### src/rtl/invader_formation_if.sv
`default_nettype none
// ============================================================================
// Module      : invader_formation_if
// Description : Frame, kill and formation-state bundle between the game
//               logic (master) and the invader formation block (slave).
// Revision    : 1.0 - initial release
// ============================================================================
interface invader_formation_if;
    logic        frame;
    logic        game_start;
    logic [5:0]  invader_collision;
    logic [54:0] invaders;
    logic [9:0]  invaders_x;
    logic [9:0]  invaders_y;
    logic        moving_right;
    logic [5:0]  alive_count;
    logic        kill_pulse;
    logic [2:0]  kill_row;
    logic        wave_clear;
    logic        invaded;

    modport master (
        output frame, game_start, invader_collision,
        input  invaders, invaders_x, invaders_y, moving_right, alive_count,
               kill_pulse, kill_row, wave_clear, invaded
    );

    modport slave (
        input  frame, game_start, invader_collision,
        output invaders, invaders_x, invaders_y, moving_right, alive_count,
               kill_pulse, kill_row, wave_clear, invaded
    );
endinterface
`default_nettype wire

### src/rtl/invader_formation.sv
`default_nettype none
// ============================================================================
// Module      : invader_formation
// Description : Owns the 11x5 invader formation: alive mask, origin, march
//               direction and speed, kill handling, wave-clear and landing.
// Revision    : 1.0 - initial release
// ============================================================================
module invader_formation #(
    parameter int INVADERS_H  = 11,
    parameter int INVADERS_V  = 5,
    parameter int OFFSET_H    = 40,
    parameter int OFFSET_V    = 32,
    parameter int SPR_W       = 32,
    parameter int SPR_H       = 16,
    parameter int STEP_X      = 4,
    parameter int STEP_Y      = 16,
    parameter int LEFT_BOUND  = 16,
    parameter int RIGHT_BOUND = 624,
    parameter int START_X     = 96,
    parameter int START_Y     = 64,
    parameter int FLOOR_Y     = 400,
    parameter int PERIOD_MIN  = 1
) (
    input  wire logic           clk,
    input  wire logic           rst,
    invader_formation_if.slave  bus
);

    localparam int c_N = INVADERS_H * INVADERS_V;

    typedef enum logic [1:0] {
        S_IDLE   = 2'd0,
        S_RUN    = 2'd1,
        S_CLEAR  = 2'd2,
        S_LANDED = 2'd3
    } state_t;

    state_t          r_state, w_state_nxt;
    logic [c_N-1:0]  r_mask, w_mask_nxt;
    logic [9:0]      r_x, w_x_nxt;
    logic [9:0]      r_y, w_y_nxt;
    logic            r_mr, w_mr_nxt;
    logic [5:0]      r_alive, w_alive_nxt;
    logic [5:0]      r_cnt, w_cnt_nxt;
    logic            r_pulse, w_pulse_nxt;
    logic [2:0]      r_row, w_row_nxt;

    // Column / row occupancy of the registered mask
    logic [INVADERS_H-1:0] w_col_or;
    logic [INVADERS_V-1:0] w_row_or;
    logic [3:0]            w_left, w_right;
    logic [2:0]            w_bottom;

    for (genvar c = 0; c < INVADERS_H; c++) begin : g_col
        logic [INVADERS_V-1:0] w_bits;
        for (genvar r = 0; r < INVADERS_V; r++) begin : g_bit
            assign w_bits[r] = r_mask[r*INVADERS_H + c];
        end
        assign w_col_or[c] = |w_bits;
    end

    for (genvar r = 0; r < INVADERS_V; r++) begin : g_row
        assign w_row_or[r] = |r_mask[r*INVADERS_H +: INVADERS_H];
    end

    // Leftmost / rightmost alive column and bottom alive row
    always_comb begin
        w_left   = '0;
        w_right  = '0;
        w_bottom = '0;
        for (int c = INVADERS_H - 1; c >= 0; c--)
            if (w_col_or[c]) w_left = 4'(c);
        for (int c = 0; c < INVADERS_H; c++)
            if (w_col_or[c]) w_right = 4'(c);
        for (int r = 0; r < INVADERS_V; r++)
            if (w_row_or[r]) w_bottom = 3'(r);
    end

    // Kill decode: code k addresses mask bit k-1
    logic [5:0]     w_kidx;
    logic [c_N-1:0] w_mask_sh;
    logic           w_kill;
    logic [2:0]     w_kill_row;

    assign w_kidx     = bus.invader_collision - 6'd1;
    assign w_mask_sh  = r_mask >> w_kidx;
    assign w_kill     = (bus.invader_collision != 6'd0) &&
                        (bus.invader_collision <= 6'(c_N)) && w_mask_sh[0];
    assign w_kill_row = 3'(w_kidx / 6'(INVADERS_H));

    // Step cadence: fewer invaders alive means fewer frames per step
    logic [6:0] w_period, w_cnt_inc;
    logic       w_step_due;

    assign w_period   = 7'(r_alive >> 1) + 7'(PERIOD_MIN);
    assign w_cnt_inc  = 7'(r_cnt) + 7'd1;
    assign w_step_due = bus.frame && (w_cnt_inc >= w_period);

    // Edge and floor tests, 11 bits wide so the sums cannot wrap
    logic [10:0] w_right_px, w_left_px, w_floor_px;
    logic [9:0]  w_y_down;
    logic        w_hit_right, w_hit_left, w_land;

    assign w_right_px  = {1'b0, r_x} + 11'(w_right) * 11'(OFFSET_H)
                         + 11'(SPR_W) + 11'(STEP_X);
    assign w_left_px   = {1'b0, r_x} + 11'(w_left) * 11'(OFFSET_H);
    assign w_hit_right = w_right_px > 11'(RIGHT_BOUND);
    assign w_hit_left  = w_left_px < 11'(LEFT_BOUND + STEP_X);
    assign w_y_down    = r_y + 10'(STEP_Y);
    assign w_floor_px  = {1'b0, w_y_down} + 11'(w_bottom) * 11'(OFFSET_V)
                         + 11'(SPR_H);
    assign w_land      = w_floor_px >= 11'(FLOOR_Y);

    // Next-state: kills, marching, descent, landing and wave reload
    always_comb begin
        w_state_nxt = r_state;
        w_mask_nxt  = r_mask;
        w_x_nxt     = r_x;
        w_y_nxt     = r_y;
        w_mr_nxt    = r_mr;
        w_alive_nxt = r_alive;
        w_cnt_nxt   = r_cnt;
        w_pulse_nxt = 1'b0;
        w_row_nxt   = r_row;

        if (r_state == S_RUN) begin
            if (w_kill) begin
                w_mask_nxt  = r_mask & ~({{(c_N-1){1'b0}}, 1'b1} << w_kidx);
                w_alive_nxt = r_alive - 6'd1;
                w_pulse_nxt = 1'b1;
                w_row_nxt   = w_kill_row;
            end
            if (w_kill && r_alive == 6'd1) begin
                // Last invader gone: freeze, any step this cycle is dropped
                w_state_nxt = S_CLEAR;
            end else if (bus.frame) begin
                if (w_step_due) begin
                    w_cnt_nxt = '0;
                    if ((r_mr && w_hit_right) || (!r_mr && w_hit_left)) begin
                        w_y_nxt  = w_y_down;
                        w_mr_nxt = !r_mr;
                        if (w_land) w_state_nxt = S_LANDED;
                    end else if (r_mr) begin
                        w_x_nxt = r_x + 10'(STEP_X);
                    end else begin
                        w_x_nxt = r_x - 10'(STEP_X);
                    end
                end else begin
                    w_cnt_nxt = w_cnt_inc[5:0];
                end
            end
        end

        if (bus.game_start) begin
            w_state_nxt = S_RUN;
            w_mask_nxt  = '1;
            w_x_nxt     = 10'(START_X);
            w_y_nxt     = 10'(START_Y);
            w_mr_nxt    = 1'b1;
            w_alive_nxt = 6'(c_N);
            w_cnt_nxt   = '0;
            w_pulse_nxt = 1'b0;
            w_row_nxt   = '0;
        end
    end

    // Formation state registers
    always_ff @(posedge clk or posedge rst) begin
        if (rst) begin
            r_state <= S_IDLE;
            r_mask  <= '1;
            r_x     <= 10'(START_X);
            r_y     <= 10'(START_Y);
            r_mr    <= 1'b1;
            r_alive <= 6'(c_N);
            r_cnt   <= '0;
            r_pulse <= 1'b0;
            r_row   <= '0;
        end else begin
            r_state <= w_state_nxt;
            r_mask  <= w_mask_nxt;
            r_x     <= w_x_nxt;
            r_y     <= w_y_nxt;
            r_mr    <= w_mr_nxt;
            r_alive <= w_alive_nxt;
            r_cnt   <= w_cnt_nxt;
            r_pulse <= w_pulse_nxt;
            r_row   <= w_row_nxt;
        end
    end

    assign bus.invaders     = r_mask;
    assign bus.invaders_x   = r_x;
    assign bus.invaders_y   = r_y;
    assign bus.moving_right = r_mr;
    assign bus.alive_count  = r_alive;
    assign bus.kill_pulse   = r_pulse;
    assign bus.kill_row     = r_row;
    assign bus.wave_clear   = (r_state == S_CLEAR);
    assign bus.invaded      = (r_state == S_LANDED);

endmodule
`default_nettype wire

### src/flat_wrapper.sv
// flat-port wrapper written by rule: the top's interface ports become plain ports
module invader_formation_flat 
#(
    parameter int INVADERS_H  = 11,
    parameter int INVADERS_V  = 5,
    parameter int OFFSET_H    = 40,
    parameter int OFFSET_V    = 32,
    parameter int SPR_W       = 32,
    parameter int SPR_H       = 16,
    parameter int STEP_X      = 4,
    parameter int STEP_Y      = 16,
    parameter int LEFT_BOUND  = 16,
    parameter int RIGHT_BOUND = 624,
    parameter int START_X     = 96,
    parameter int START_Y     = 64,
    parameter int FLOOR_Y     = 400,
    parameter int PERIOD_MIN  = 1
)
  (clk, rst, bus_frame, bus_game_start, bus_invader_collision, bus_invaders, bus_invaders_x, bus_invaders_y, bus_moving_right, bus_alive_count, bus_kill_pulse, bus_kill_row, bus_wave_clear, bus_invaded);
  invader_formation_if bus_i ();
  input  wire logic clk;
  input  wire logic rst;
  input wire logic [$bits(bus_i.frame)-1:0] bus_frame;
  input wire logic [$bits(bus_i.game_start)-1:0] bus_game_start;
  input wire logic [$bits(bus_i.invader_collision)-1:0] bus_invader_collision;
  output wire logic [$bits(bus_i.invaders)-1:0] bus_invaders;
  output wire logic [$bits(bus_i.invaders_x)-1:0] bus_invaders_x;
  output wire logic [$bits(bus_i.invaders_y)-1:0] bus_invaders_y;
  output wire logic [$bits(bus_i.moving_right)-1:0] bus_moving_right;
  output wire logic [$bits(bus_i.alive_count)-1:0] bus_alive_count;
  output wire logic [$bits(bus_i.kill_pulse)-1:0] bus_kill_pulse;
  output wire logic [$bits(bus_i.kill_row)-1:0] bus_kill_row;
  output wire logic [$bits(bus_i.wave_clear)-1:0] bus_wave_clear;
  output wire logic [$bits(bus_i.invaded)-1:0] bus_invaded;
  assign bus_i.frame = bus_frame;
  assign bus_i.game_start = bus_game_start;
  assign bus_i.invader_collision = bus_invader_collision;
  assign bus_invaders = bus_i.invaders;
  assign bus_invaders_x = bus_i.invaders_x;
  assign bus_invaders_y = bus_i.invaders_y;
  assign bus_moving_right = bus_i.moving_right;
  assign bus_alive_count = bus_i.alive_count;
  assign bus_kill_pulse = bus_i.kill_pulse;
  assign bus_kill_row = bus_i.kill_row;
  assign bus_wave_clear = bus_i.wave_clear;
  assign bus_invaded = bus_i.invaded;
  invader_formation #(.INVADERS_H(INVADERS_H), .INVADERS_V(INVADERS_V), .OFFSET_H(OFFSET_H), .OFFSET_V(OFFSET_V), .SPR_W(SPR_W), .SPR_H(SPR_H), .STEP_X(STEP_X), .STEP_Y(STEP_Y), .LEFT_BOUND(LEFT_BOUND), .RIGHT_BOUND(RIGHT_BOUND), .START_X(START_X), .START_Y(START_Y), .FLOOR_Y(FLOOR_Y), .PERIOD_MIN(PERIOD_MIN)) u_core (.clk(clk), .rst(rst), .bus(bus_i));
endmodule
### config.mk
export PLATFORM = sky130hd
export DESIGN_NAME = invader_formation_flat
export DESIGN_NICKNAME = d
export VERILOG_FILES = /design/src/rtl/invader_formation_if.sv /design/src/rtl/invader_formation.sv /design/src/flat_wrapper.sv
export SDC_FILE = /design/constraint.sdc
export NUM_CORES = 1
export LEC_CHECK = 0
export ABC_AREA = 1
export CAP_MARGIN = 20
export CELL_PAD_IN_SITES_DETAIL_PLACEMENT = 1
export CELL_PAD_IN_SITES_GLOBAL_PLACEMENT = 1
export CORE_UTILIZATION = 37
export DETAILED_ROUTE_END_ITERATION = 8
export GPL_TIMING_DRIVEN = 0
export PLACE_DENSITY_LB_ADDON = 0.1
export SLEW_MARGIN = 0
export SYNTH_ARGS = -nofsm -noshare
export SYNTH_HDL_FRONTEND = slang
export SYNTH_SLANG_ARGS = --single-unit
### constraint.sdc
create_clock -name clk -period 4.1 [get_ports clk]
set_clock_uncertainty 0.1 [all_clocks]
set_input_delay 0.82 -clock clk [delete_from_list [all_inputs] [get_ports clk]]
set_output_delay 0.82 -clock clk [all_outputs]
set_load 0.01 [all_outputs]
After elaboration in Yosys (flattened, before gate mapping) --
Index checks and enable logic that the tools add are counted.
Word-level totals: register bits 94, input bits 10, output and inout bits 88, logic and storage cells 146
Cells by class: add/sub/neg operators 13, $mul 2, div/mod/pow operators 1, $lt $le $gt $ge 5, eq/ne operators 6, shifts and indexed selects 2, mux-type cells 68, bitwise gates (word level) 2, reductions and logical operators 38
Operators by type and width (number):
- $mux 55 | 3
- $mux 10 | 13
- $mux 4 | 14
- $and 55x55->55 | 1
- $not 55->55 | 1
- $reduce_or 5->1 | 11
- $shl 1x6->55 const A | 1
- $shr 55x6->1 | 1
- $mux 6 | 8
- $reduce_or 11->1 | 4
- $mux 3 | 8
- $add 10x10->11 | 2
- $mux 2 | 11
- $reduce_and 5->1 | 3
- $mul 4x3->7 const B | 2
- $reduce_bool 3->1 | 4
- $sub 6x1->6 const B | 2
- $add 10x8->11 | 1
- $add 11x3->11 const B | 1
- $add 11x5->11 const B | 1
- $add 11x6->11 const B | 1
- $ge 11x9->1 const B | 1
- $gt 11x10->1 const B | 1
- $lt 11x5->1 const B | 1
- 20 further kinds | 41

Logic depth before layout (Yosys ltp) --
Gate-level depths: netlist of run 1.
depth after elaboration 24, mapped depth 32, depth with buffers taken out 32

Least setup slack after synthesis of run 1 --
Ideal clock, no wire load.
kind reg2reg, from reg u_core.r_mask[53] (netlist: u_core.bus.invaders[53]), to reg u_core.r_mr (netlist: u_core.bus.moving_right), setup time 0.072 ns, arrival time 4.170 ns, data required time 3.928 ns, setup slack -0.242 ns, cell stages (with the launch flop) 30, path buffers 1, period minus slack after synthesis 4.342 ns, cells stage by stage dfstp_2 -> inv_1 -> nand2_1 -> nor4_1 -> nand2_1 -> nor2_1 -> inv_1 -> ha_1 -> ha_1 -> fa_1 -> xor2_1 -> inv_1 -> ha_1 -> ha_1 -> nand2_1 -> or2_2 -> nand3_1 -> nand2_1 -> nand2_1 -> nand2_1 -> nand3_1 -> nand2_1 -> nand2_1 -> nand2_1 -> nand2_1 -> nand3_1 -> nor2_1 -> buf_4 -> nand2_1 -> o21ai_1
Between the ends: cells in the longest elaborated chain, start to end 18, elaborated cells on any way between the ends 30, classes of those cells add/sub: 4; mul: 2; order compare: 2; eq/ne: 1; shift: 1; mux: 12; reduce/logical: 8
RTL lines:
- from (decl) | line invader_formation.sv:39 | logic [c_N-1:0] r_mask, w_mask_nxt;
- from (signal assigned) | line invader_formation.sv:181 | r_mask <= w_mask_nxt;
- parallel branches: the longest is 17 deep, another holds $add 10x10->11
- $reduce_and 5->1 (no source line) (*)
- to (signal assigned) | line invader_formation.sv:184 | r_mr <= w_mr_nxt;
- to (decl) | line invader_formation.sv:42 | logic r_mr, w_mr_nxt;
Every way passes the cells marked *. A chain may end at the register's enable or synchronous reset.

Worst setup path in the final report of run 1 --
from reg u_core.r_mask[50] (netlist: u_core.bus.invaders[50]), to reg u_core.r_mr (netlist: u_core.bus.moving_right)
Between the ends: cells in the longest elaborated chain, start to end 15, elaborated cells on any way between the ends 30, classes of those cells add/sub: 4; mul: 2; order compare: 2; eq/ne: 1; shift: 1; mux: 12; reduce/logical: 8
RTL lines:
- $reduce_or 5->1 | line invader_formation.sv:59 | assign w_col_or[c] = |w_bits;
- $mux 3 / $mux 4 (equally long branches) (2 in a row) | line invader_formation.sv:74, invader_formation.sv:72
- $mux 4, on equally long branches (3 in a row) | line invader_formation.sv:74, invader_formation.sv:72
- $mul 4x3->7 / $mux 4 (equally long branches) | line invader_formation.sv:104, invader_formation.sv:72
- $add 10x10->11 / $mux 4 (equally long branches) | line invader_formation.sv:104, invader_formation.sv:72
- $add 11x6->11 / $mul 4x3->7 (equally long branches) | line invader_formation.sv:105, invader_formation.sv:106
- $add 11x3->11 / $add 10x10->11 (equally long branches) | line invader_formation.sv:105, invader_formation.sv:106
- $gt 11x10->1 / $lt 11x5->1 (equally long branches) | line invader_formation.sv:107, invader_formation.sv:108
- $logic_and 1x1->1 | line invader_formation.sv:139 | if ((r_mr && w_hit_right) || (!r_mr && w_hit_left)) begin
- $logic_or 1x1->1 | line invader_formation.sv:139
- $reduce_bool 2->1 (no source line)
- $reduce_and 5->1 (no source line) (*)
Every way passes the cells marked *; elsewhere a longest branch is shown, timed or not.

==> results of run 1 <==
-- state kept, by name, indices dropped and copies added, names as in the netlist --
name / flops
u_core.bus.invaders: 55
u_core.bus.invaders_x: 8
u_core.bus.alive_count: 6
u_core.bus.invaders_y: 6
u_core.r_cnt: 6
u_core.bus.kill_row: 3
u_core.r_state: 2
u_core.bus.kill_pulse: 1
u_core.bus.moving_right: 1
-- power by group --
group	switching, mW	total (mW)	internal [mW]
registers	0.175	1.17	0.997
logic	1.15	1.96	0.811
clock network	0.375	0.883	0.508
total	1.70	4.01	2.32
-- worst paths after layout --
kind | startpoint | slack (ns) | end
worst max-delay path | u_core.bus.invaders[50] | -0.36 | u_core.bus.moving_right
worst min-delay path | u_core.bus.invaders[52] | 0.37 | u_core.bus.invaders[52]
worst max register to register | u_core.bus.invaders[50] | -0.36 | u_core.bus.moving_right
worst min register to register | u_core.bus.invaders[52] | 0.37 | u_core.bus.invaders[52]
max in group asynchronous | rst | 2.34 | u_core.bus.invaders[5]
min in group asynchronous | rst | 0.82 | u_core.bus.invaders_x[2]
-- Yosys cell counts (4+ instances only) --
library cell,n,share of area [%]
nand4_1,16,1.4
nor2_4,4,0.64
nor3_1,19,1.4
a21oi_1,40,2.9
xnor2_1,8,1.0
nand2_1,279,15
o21ai_2,10,1.3
ha_1,57,10
nor4_1,5,0.45
dfstp_2,64,24
buf_4,10,1.1
clkbuf_1,13,0.70
nand3_1,74,5.3
o21ai_0,58,4.1
nor2_1,81,4.3
o21ai_1,17,1.2
nand2_2,10,0.89
or2_2,4,0.36
fa_1,5,1.4
xor2_1,13,1.6
inv_1,118,6.3
dfrtp_1,24,8.6
buf_2,8,0.57
-- cell type report --
class | instances | area (um^2) | share of cell area [%]
repair buffers | 134 | 1260 | 13.5
flip-flops and latches | 88 | 2280 | 24.5
clock inverters | 4 | 51.3 | 0.551
inverters | 120 | 462 | 4.96
multi-input cells | 742 | 4490 | 48.2
well taps | 229 | 287 | 3.08
clock buffers | 12 | 256 | 2.76
plain buffers | 34 | 221 | 2.38
-- metrics by stage --
| stage | setup TNS (ns) | instance area [um^2] | hold slack [ns] |
|---|---|---|---|
| floorplan | 0 | 7110 | 0.363 |
| global route | -9.76 | 9310 | 0.389 |
| detailed placement | -45.69 | 8320 | 0.360 |
| global placement | -58.82 | 8300 | 0.356 |
| finish | -4.67 | 9310 | 0.367 |
| CTS | -3.12 | 9150 | 0.371 |
-- metal layers --
layer	track usage (%)	share of wire, %	vias up
met5	0	0	-
met4	11.0	3.1	0
met3	3.72	5.2	52
met2	46.9	47	228
met1	37.3	45	3538
li1	-	-	3461
-- logic make-up after synthesis --
group,after synthesis,share of synthesized area [%]
AND/OR/NAND/NOR,506,31.4
buffers and inverters,154,9.29
AO/OA/AOI/OAI,141,11.3
flip-flops,88,32.6
adder cells (fa/ha/maj),62,11.6
XOR/XNOR,25,3.55
multiplexers,2,0.286
other,1,0.0535
-- what timing repair did --
action | 4_1_cts | 5_1_grt
pin swaps | 32 | 8
gates resized for setup | 73 | 33
buffers inserted | 35 | 7
endpoints found under the setup margin | 72 | 78
cloned | 1 | 0
-- worst register-to-register path: cells and delay by family (launching register included) --
kind | cells | cell delay [ns]
xor+xnor | 1 | 0.14
buf+inv | 4 | 0.47
compound gates | 3 | 0.33
simple gates | 17 | 1.55
fa+ha+maj | 5 | 1.24
flops | 1 | 0.54
==> metrics.yaml, run 1 <==
run_status: "finished, violations left"
violations: "setup timing"
final_cell_mix: "nand2_1 (256), inv_1 (103), clkdlybuf4s50_1 (90)"
postCtsHoldBufs: 0
grt_use_total_pct: 28.2
fill_cells: 2315
grt_setup_unrepaired: "yes"
cts-root-buf: "clkbuf_16"
grt_max_degree: 53
startpoint_type: "flop"
drt-wirelength-per-cell_um: 19.4
drc: 0
insertion_delay_ns: 0.36
routed_wl_mm: 26.5
ctsLongestPathBuffers: 2
p_leak_nw: 4.47
syn_avg_cell_area_um2: 7.16
slowest_delay_ns: 0.54
synth-edff-count: 0
crit_type: "flop to flop"
place.gp.congestion: 0.914
via_per_inst: 5.34
synth_flop_cell: "dfstp_2"
core_mm2: 0.0183
die_area_mm2: 0.0195
max_slew.worst_pin.slew_ns: 0.917
fin_cells: 1363
crit_arrival_ns: 4.65
die_y_um: 140
finish.utilization_pct: 50.9
ant_nets: 0
cp_common_cell: "nand2_1"
total_power_mw: 4.01
area_delta_synth_final_pct: 32.8
rows: 49
relSlewSlack_pct: 38.9
grt_pass1_wl_mm: 42.1
place_ws_ns: -0.997
htreeDepth: 3
peakVddDrop_mv: 0.206
cp_top_family: "simple AND/OR/NAND/NOR gates"
crit_path_max_fanout: 5
antenna_found_initial: 0
vias: 7279
grt.overflow.total: 0
finalNetCount: 1201
dp_cells: 1304
drive_above_1_share_pct: 23.9
power.density_mw_per_mm2: 431
synth_area_mm2: 0.00701
slew_violations: 0
fmax_mhz: 224
clkTransAtPathRegs_ns: 0.07
start_util_pct: 38.3
drtIter0Drc: 366
maxCapViolations: 0
fin_crit_ns: 4.46
first_global_vias: 7513
first_pass_iters: 5
crit_path_end_kind: "flop"
yosysSeqAreaShare_pct: 32.6
r2r_cells: 30
final_common_cell: "nand2_1"
crit_path_top_delay_cell: "dfstp_2"
ys_ff_latch: 88
cts_tree: "done"
finalSetupViolCount: 17
hold_viol_final: 0
cp.depth: 30
holdPathStages: 2
syn_inst: 979
async_flop_share_pct: 100
fin_crit_sh_pct: 109
diodes: 0
die_x_um: 140
holdCritPathClass: "flop to flop"
io_buffer_count: 90
ios: 98
cts.sinks: 88
dp_hpwl_mm: 19.6
cp.buffers_inverters: 4
fin_ws_ns: -0.364
crit_required_ns: 4.29
synth_cell_types: 48
numCtsBuffers: 9
ys_warn_count: 0
(Power assumes the default switching activity.)
==> inputs of run 2 (changes only) <==
- CORE_ASPECT_RATIO: unset -> 1.1
==> run 2 against run 1 <==
  * The run still ends with setup timing left
  * Die area about the same
  * Flip-flop and latch count unchanged
  * Critical endpoint is now u_core.bus.invaders_y[5]
  * Worst setup slack better by 0.097 ns
  * Register-to-register slack better by 0.097 ns
  * Cell count is 0.73% higher
  * Core utilization is 0.40 points lower
  * Critical path depth is 1 lower
  * Maximum frequency up 2.2%
  * Hold slack better by 0.0073 ns
  * Largest power group unchanged
  * Design area grew 0.35%
==> metrics.yaml, run 2 (synthesized netlist as in run 1, its figures left out) <==
slew_violations: 0
max_slew.worst_pin.slew_ns: 1.10
numCtsBuffers: 9
grt.overflow.total: 0
dp_hpwl_mm: 19.9
insertion_delay_ns: 0.36
die_y_um: 146
power.density_mw_per_mm2: 435
htreeDepth: 3
first_pass_iters: 4
crit_path_max_fanout: 5
violations: "setup timing"
antenna_found_initial: 0
core_mm2: 0.0185
ios: 98
startpoint: "u_core.bus.invaders[1]"
grt_setup_unrepaired: "yes"
crit_path_top_delay_cell: "dfstp_2"
gr-usage-met1_pct: 34.2
crit_type: "flop to flop"
drive_above_1_share_pct: 22.9
postCtsHoldBufs: 0
via_per_inst: 5.32
area_delta_synth_final_pct: 33.3
whs_ns: 0.375
crit_path_end_kind: "flop"
grt_pass1_wl_mm: 41.9
grt_use_total_pct: 28.1
min_from: "u_core.bus.invaders[36]"
whs_endpoint: "u_core.bus.invaders[36]"
ant_nets: 0
run_status: "finished, violations left"
die_area_mm2: 0.0195
cts.sinks: 88
drtIter0Drc: 342
r2r_cells: 29
finalSetupTns_ns: -3.44
final_cell_mix: "nand2_1 (258), inv_1 (108), clkdlybuf4s50_1 (89)"
peakVddDrop_mv: 0.277
use_met2_pct: 48.5
met3_usage_pct: 3.89
place.gp.congestion: 0.929
start_util_pct: 37.9
cts_tree: "done"
io_buffer_count: 90
holdPathStages: 2
drt-wirelength-per-cell_um: 19.4
crit_required_ns: 4.29
vias: 7303
hold_viol_final: 0
cts-root-buf: "clkbuf_16"
finalSetupViolCount: 17
relSlewSlack_pct: 26.1
holdCritPathClass: "flop to flop"
drc: 0
grt_max_degree: 60
total_power_mw: 4.06
place_ws_ns: -0.813
startpoint_type: "flop"
fmax_mhz: 229
maxCapViolations: 0
clkTransAtPathRegs_ns: 0.07
diodes: 0
r2r_slack_ns: -0.27
final_common_cell: "nand2_1"
largest_register_ffs: 55
fin_ws_ns: -0.266
crit_arrival_ns: 4.56
routed_wl_mm: 26.7
p_leak_nw: 4.49
rows: 52
timing.rr.end: "u_core.bus.invaders_y[5]"
slowest_delay_ns: 0.56
busiest_layer: "met2"
die_x_um: 133
ctsLongestPathBuffers: 2
finalNetCount: 1197
fin_crit_ns: 4.37
fin_crit_sh_pct: 106
r2r_start: "u_core.bus.invaders[1]"
first_global_vias: 7459
[run 2: changes by cell type in the layout (fill, tap and decap cells not counted), sizes merged]
cell / previous run / this run
dlymetal6s2s: 0 / 1
clkdlybuf4s50: 90 / 89
buf: 65 / 61
clkinv: 1 / 2
clkbuf: 25 / 24
[run 2: where the power goes]
group	leakage [nW]	internal, mW	switching (mW)	total, mW
Sequential	0.995	0.997	0.171	1.17
Clock	0.146	0.495	0.387	0.882
Combinational	3.35	0.846	1.17	2.01
Total	4.49	2.34	1.72	4.06
[run 2: through the flow]
step / utilization, % / cell area [um^2] / instances
after floorplan: - / 7110 / 984
after global placement: 45.0 / 8310 / 1317
after detailed placement: 45.2 / 8340 / 1318
after CTS: 49.2 / 9080 / 1361
after global routing: 50.5 / 9340 / 1373
final: 50.5 / 9340 / 1373
[run 2: worst max-delay path by stage]
| stage | to | slack [ns] | cells after the start |
|---|---|---|---|
| detailed placement | u_core.bus.invaders_y[5] | -0.81 | 29 |
| CTS | u_core.bus.invaders_y[7] | -0.28 | 30 |
| global route | u_core.bus.invaders_y[5] | -0.52 | 29 |
| floorplan | u_core.bus.moving_right | 0.004 | 30 |
| global placement | u_core.bus.invaders_y[7] | -0.73 | 29 |
| finish | u_core.bus.invaders_y[5] | -0.27 | 29 |
[run 2: per-layer routing]
layer	routed length (um)	vias up	part of all wire, %
li1	-	3456	-
met1	11300	3597	42
met2	13000	175	49
met3	1060	75	4.0
met4	1320	0	4.9
met5	0	-	0
[run 2: final cells by class]
type,instances,area [um^2]
inverter,120,459
timing repair buffer,130,1250
buffer,34,220
sequential,88,2280
fill,2324,9140
clock buffer,11,243
multi-input combinational,742,4510
tap,243,304
clock inverter,5,63.8
[run 2: timing repair]
action	4_1_cts	5_1_grt
pin swaps	36	27
buffers inserted	26	11
resized for setup	66	39
gates cloned	1	1
endpoints found under the hold margin	0	0
setup endpoints to repair	78	78
[run 2: worst max-delay path, delay by kind of cell, from the launching register on]
family	cells	cell delay (ns)
adders and majority gates	5	1.35
AOI/OAI and AO/OA	5	0.60
and+or+nand+nor	17	1.46
buffers and inverters	2	0.22
DFF	1	0.56
==> inputs of run 3 (changes only) <==
- CORE_UTILIZATION: 37 -> 35
- CTS_BUF_LIST: unset -> sky130_fd_sc_hd__clkbuf_16
==> run 3 against run 2 <==
  * The run still ends with setup timing left
  * Sequential power hardly changed
  * Core utilization is 2.8 points lower
  * Routed wire length is 1.7% higher
  * Highest routed layer unchanged
==> metrics.yaml, run 3 (synthesized netlist as in run 1, its figures left out) <==
ctsLongestPathBuffers: 2
ios: 98
max_slew.worst_pin.slew_ns: 0.976
cp_common_cell: "nand2_2"
die_x_um: 137
clkTransAtPathRegs_ns: 0.07
pwr-share-seq_pct: 29.5
first_pass_iters: 5
cts-root-buf: "clkbuf_16"
slowest_delay_ns: 0.45
largest_register_ffs: 55
crit_type: "flop to flop"
grt.overflow.total: 0
maxCapViolations: 0
crit_path_max_fanout: 5
grt_pass1_wl_mm: 42.1
drt-wirelength-per-cell_um: 19.9
busiest_layer: "met2"
cts_tree: "done"
holdCritPathClass: "flop to flop"
whs_endpoint: "u_core.bus.invaders[36]"
dp_hpwl_mm: 20.3
drive_above_1_share_pct: 23.2
routed_wl_mm: 27.1
power_frac_clock_pct: 21.1
crit_arrival_ns: 4.62
drtIter0Drc: 416
slew_violations: 0
via_per_inst: 5.27
fin_ws_ns: -0.333
area_delta_synth_final_pct: 31.9
htreeDepth: 3
vias: 7196
met3_usage_pct: 4.11
p_int_mw: 2.28
gr-usage-met1_pct: 33.3
timing.rr.end: "u_core.bus.invaders_y[5]"
use_met2_pct: 47.8
cp.buffers_inverters: 2
r2r_start: "u_core.bus.invaders[26]"
place.gp.congestion: 0.982
grt_setup_unrepaired: "yes"
ant_nets: 0
rows: 53
die_area_mm2: 0.0206
relSlewSlack_pct: 34.9
switching_share_pct: 43.3
run_status: "finished, violations left"
multi_input_area_mm2: 0.00455
crit_path_top_delay_cell: "fa_2"
holdPathStages: 2
die_y_um: 150
final_common_cell: "nand2_1"
peakVddDrop_mv: 0.310
numCtsBuffers: 9
finalNetCount: 1186
violations: "setup timing"
grt_use_total_pct: 27.6
fin_crit_sh_pct: 108
drc: 0
fill_cells: 2460
r2r_slack_ns: -0.33
cp_top_family: "simple AND/OR/NAND/NOR gates"
insertion_delay_ns: 0.36
final_cell_mix: "nand2_1 (245), inv_1 (110), clkdlybuf4s50_1 (90)"
seqCellArea_mm2: 0.00228
p_leak_nw: 4.43
fmax_mhz: 226
crit_path_end_kind: "flop"
diodes: 0
power.density_mw_per_mm2: 435
finalSetupViolCount: 17
startpoint_type: "flop"
finalSetupTns_ns: -3.85
startpoint: "u_core.bus.invaders[26]"
place_ws_ns: -0.893
fin_crit_ns: 4.43
r2r_cells: 28
p_sw_mw: 1.74
antenna_found_initial: 0
min_from: "u_core.bus.invaders[36]"
p_comb_share_pct: 49.4
core_mm2: 0.0194
hold_viol_final: 0
crit_required_ns: 4.29
start_util_pct: 36.2
postCtsHoldBufs: 0
grt_max_degree: 66
first_global_vias: 7471
cts.sinks: 88
io_buffer_count: 90
run 3: cell types whose count changed in the layout (fill, tap and decap cells not counted), sizes merged:
cell	previous run	this run
dlymetal6s2s	1	0
nand2	291	292
buf	61	49
inv	120	124
clkdlybuf4s50	89	90
clkinv	2	0
clkbuf	24	22
run 3: worst max path at each step:
stage               cells after the start  slack, ns                       end
finish                                 28      -0.33  u_core.bus.invaders_y[5]
global route                           29      -0.61   u_core.bus.moving_right
CTS                                    29      -0.34  u_core.bus.invaders_y[7]
detailed placement                     29      -0.89   u_core.bus.moving_right
global placement                       29      -0.79  u_core.bus.invaders_y[7]
floorplan                              30      0.004   u_core.bus.moving_right
run 3: stage by stage:
| stage | hold slack [ns] | cells | instance area, um^2 | power (mW) | util (%) |
|---|---|---|---|---|---|
| detailed placement | 0.364 | 1322 | 8350 | 2.90 | 43.1 |
| global route | 0.402 | 1366 | 9240 | 4.35 | 47.7 |
| global placement | 0.355 | 1321 | 8320 | 2.84 | 43.0 |
| floorplan | 0.363 | 984 | 7110 | 2.28 | - |
| CTS | 0.375 | 1363 | 9090 | 3.97 | 47.0 |
| finish | 0.370 | 1366 | 9240 | 4.02 | 47.7 |
run 3: tightest hold or removal path: cells and delay by family (launching register included):
kind	cells	cell delay, ns
AO/OA/AOI/OAI	1	0.05
flip-flops	1	0.38
AND/OR/NAND/NOR	1	0.04
run 3: power by group through the flow:
stage	clock network, mW	registers, mW	logic (mW)
CTS	0.871	1.19	1.91
floorplan	0	1.16	1.12
global route	0.902	1.20	2.25
global placement	0	1.19	1.65
finish	0.848	1.19	1.99
detailed placement	0	1.19	1.70
run 3: area by class of cell:
| cell class | instances | area share, % |
|---|---|---|
| Buffer | 34 | 2.34 |
| Clock buffer | 9 | 2.44 |
| Clock inverter | 7 | 0.704 |
| Inverter | 120 | 4.93 |
| Multi-Input combinational cell | 743 | 49.2 |
| Sequential cell | 88 | 24.7 |
| Tap cell | 247 | 3.35 |
| Timing Repair Buffer | 118 | 12.3 |
run 3: layer usage:
metal / up-vias / routed length (um)
met4: 0 / 1370
met3: 82 / 1060
li1: 3428 / -
met2: 189 / 13300
met5: - / 0
met1: 3497 / 11400
run 3: repair_timing:
item	in CTS	in global routing
cloned	2	0
buffers inserted	23	3
gates resized for setup	75	32
endpoints found under the setup margin	78	75
pin swaps	35	31
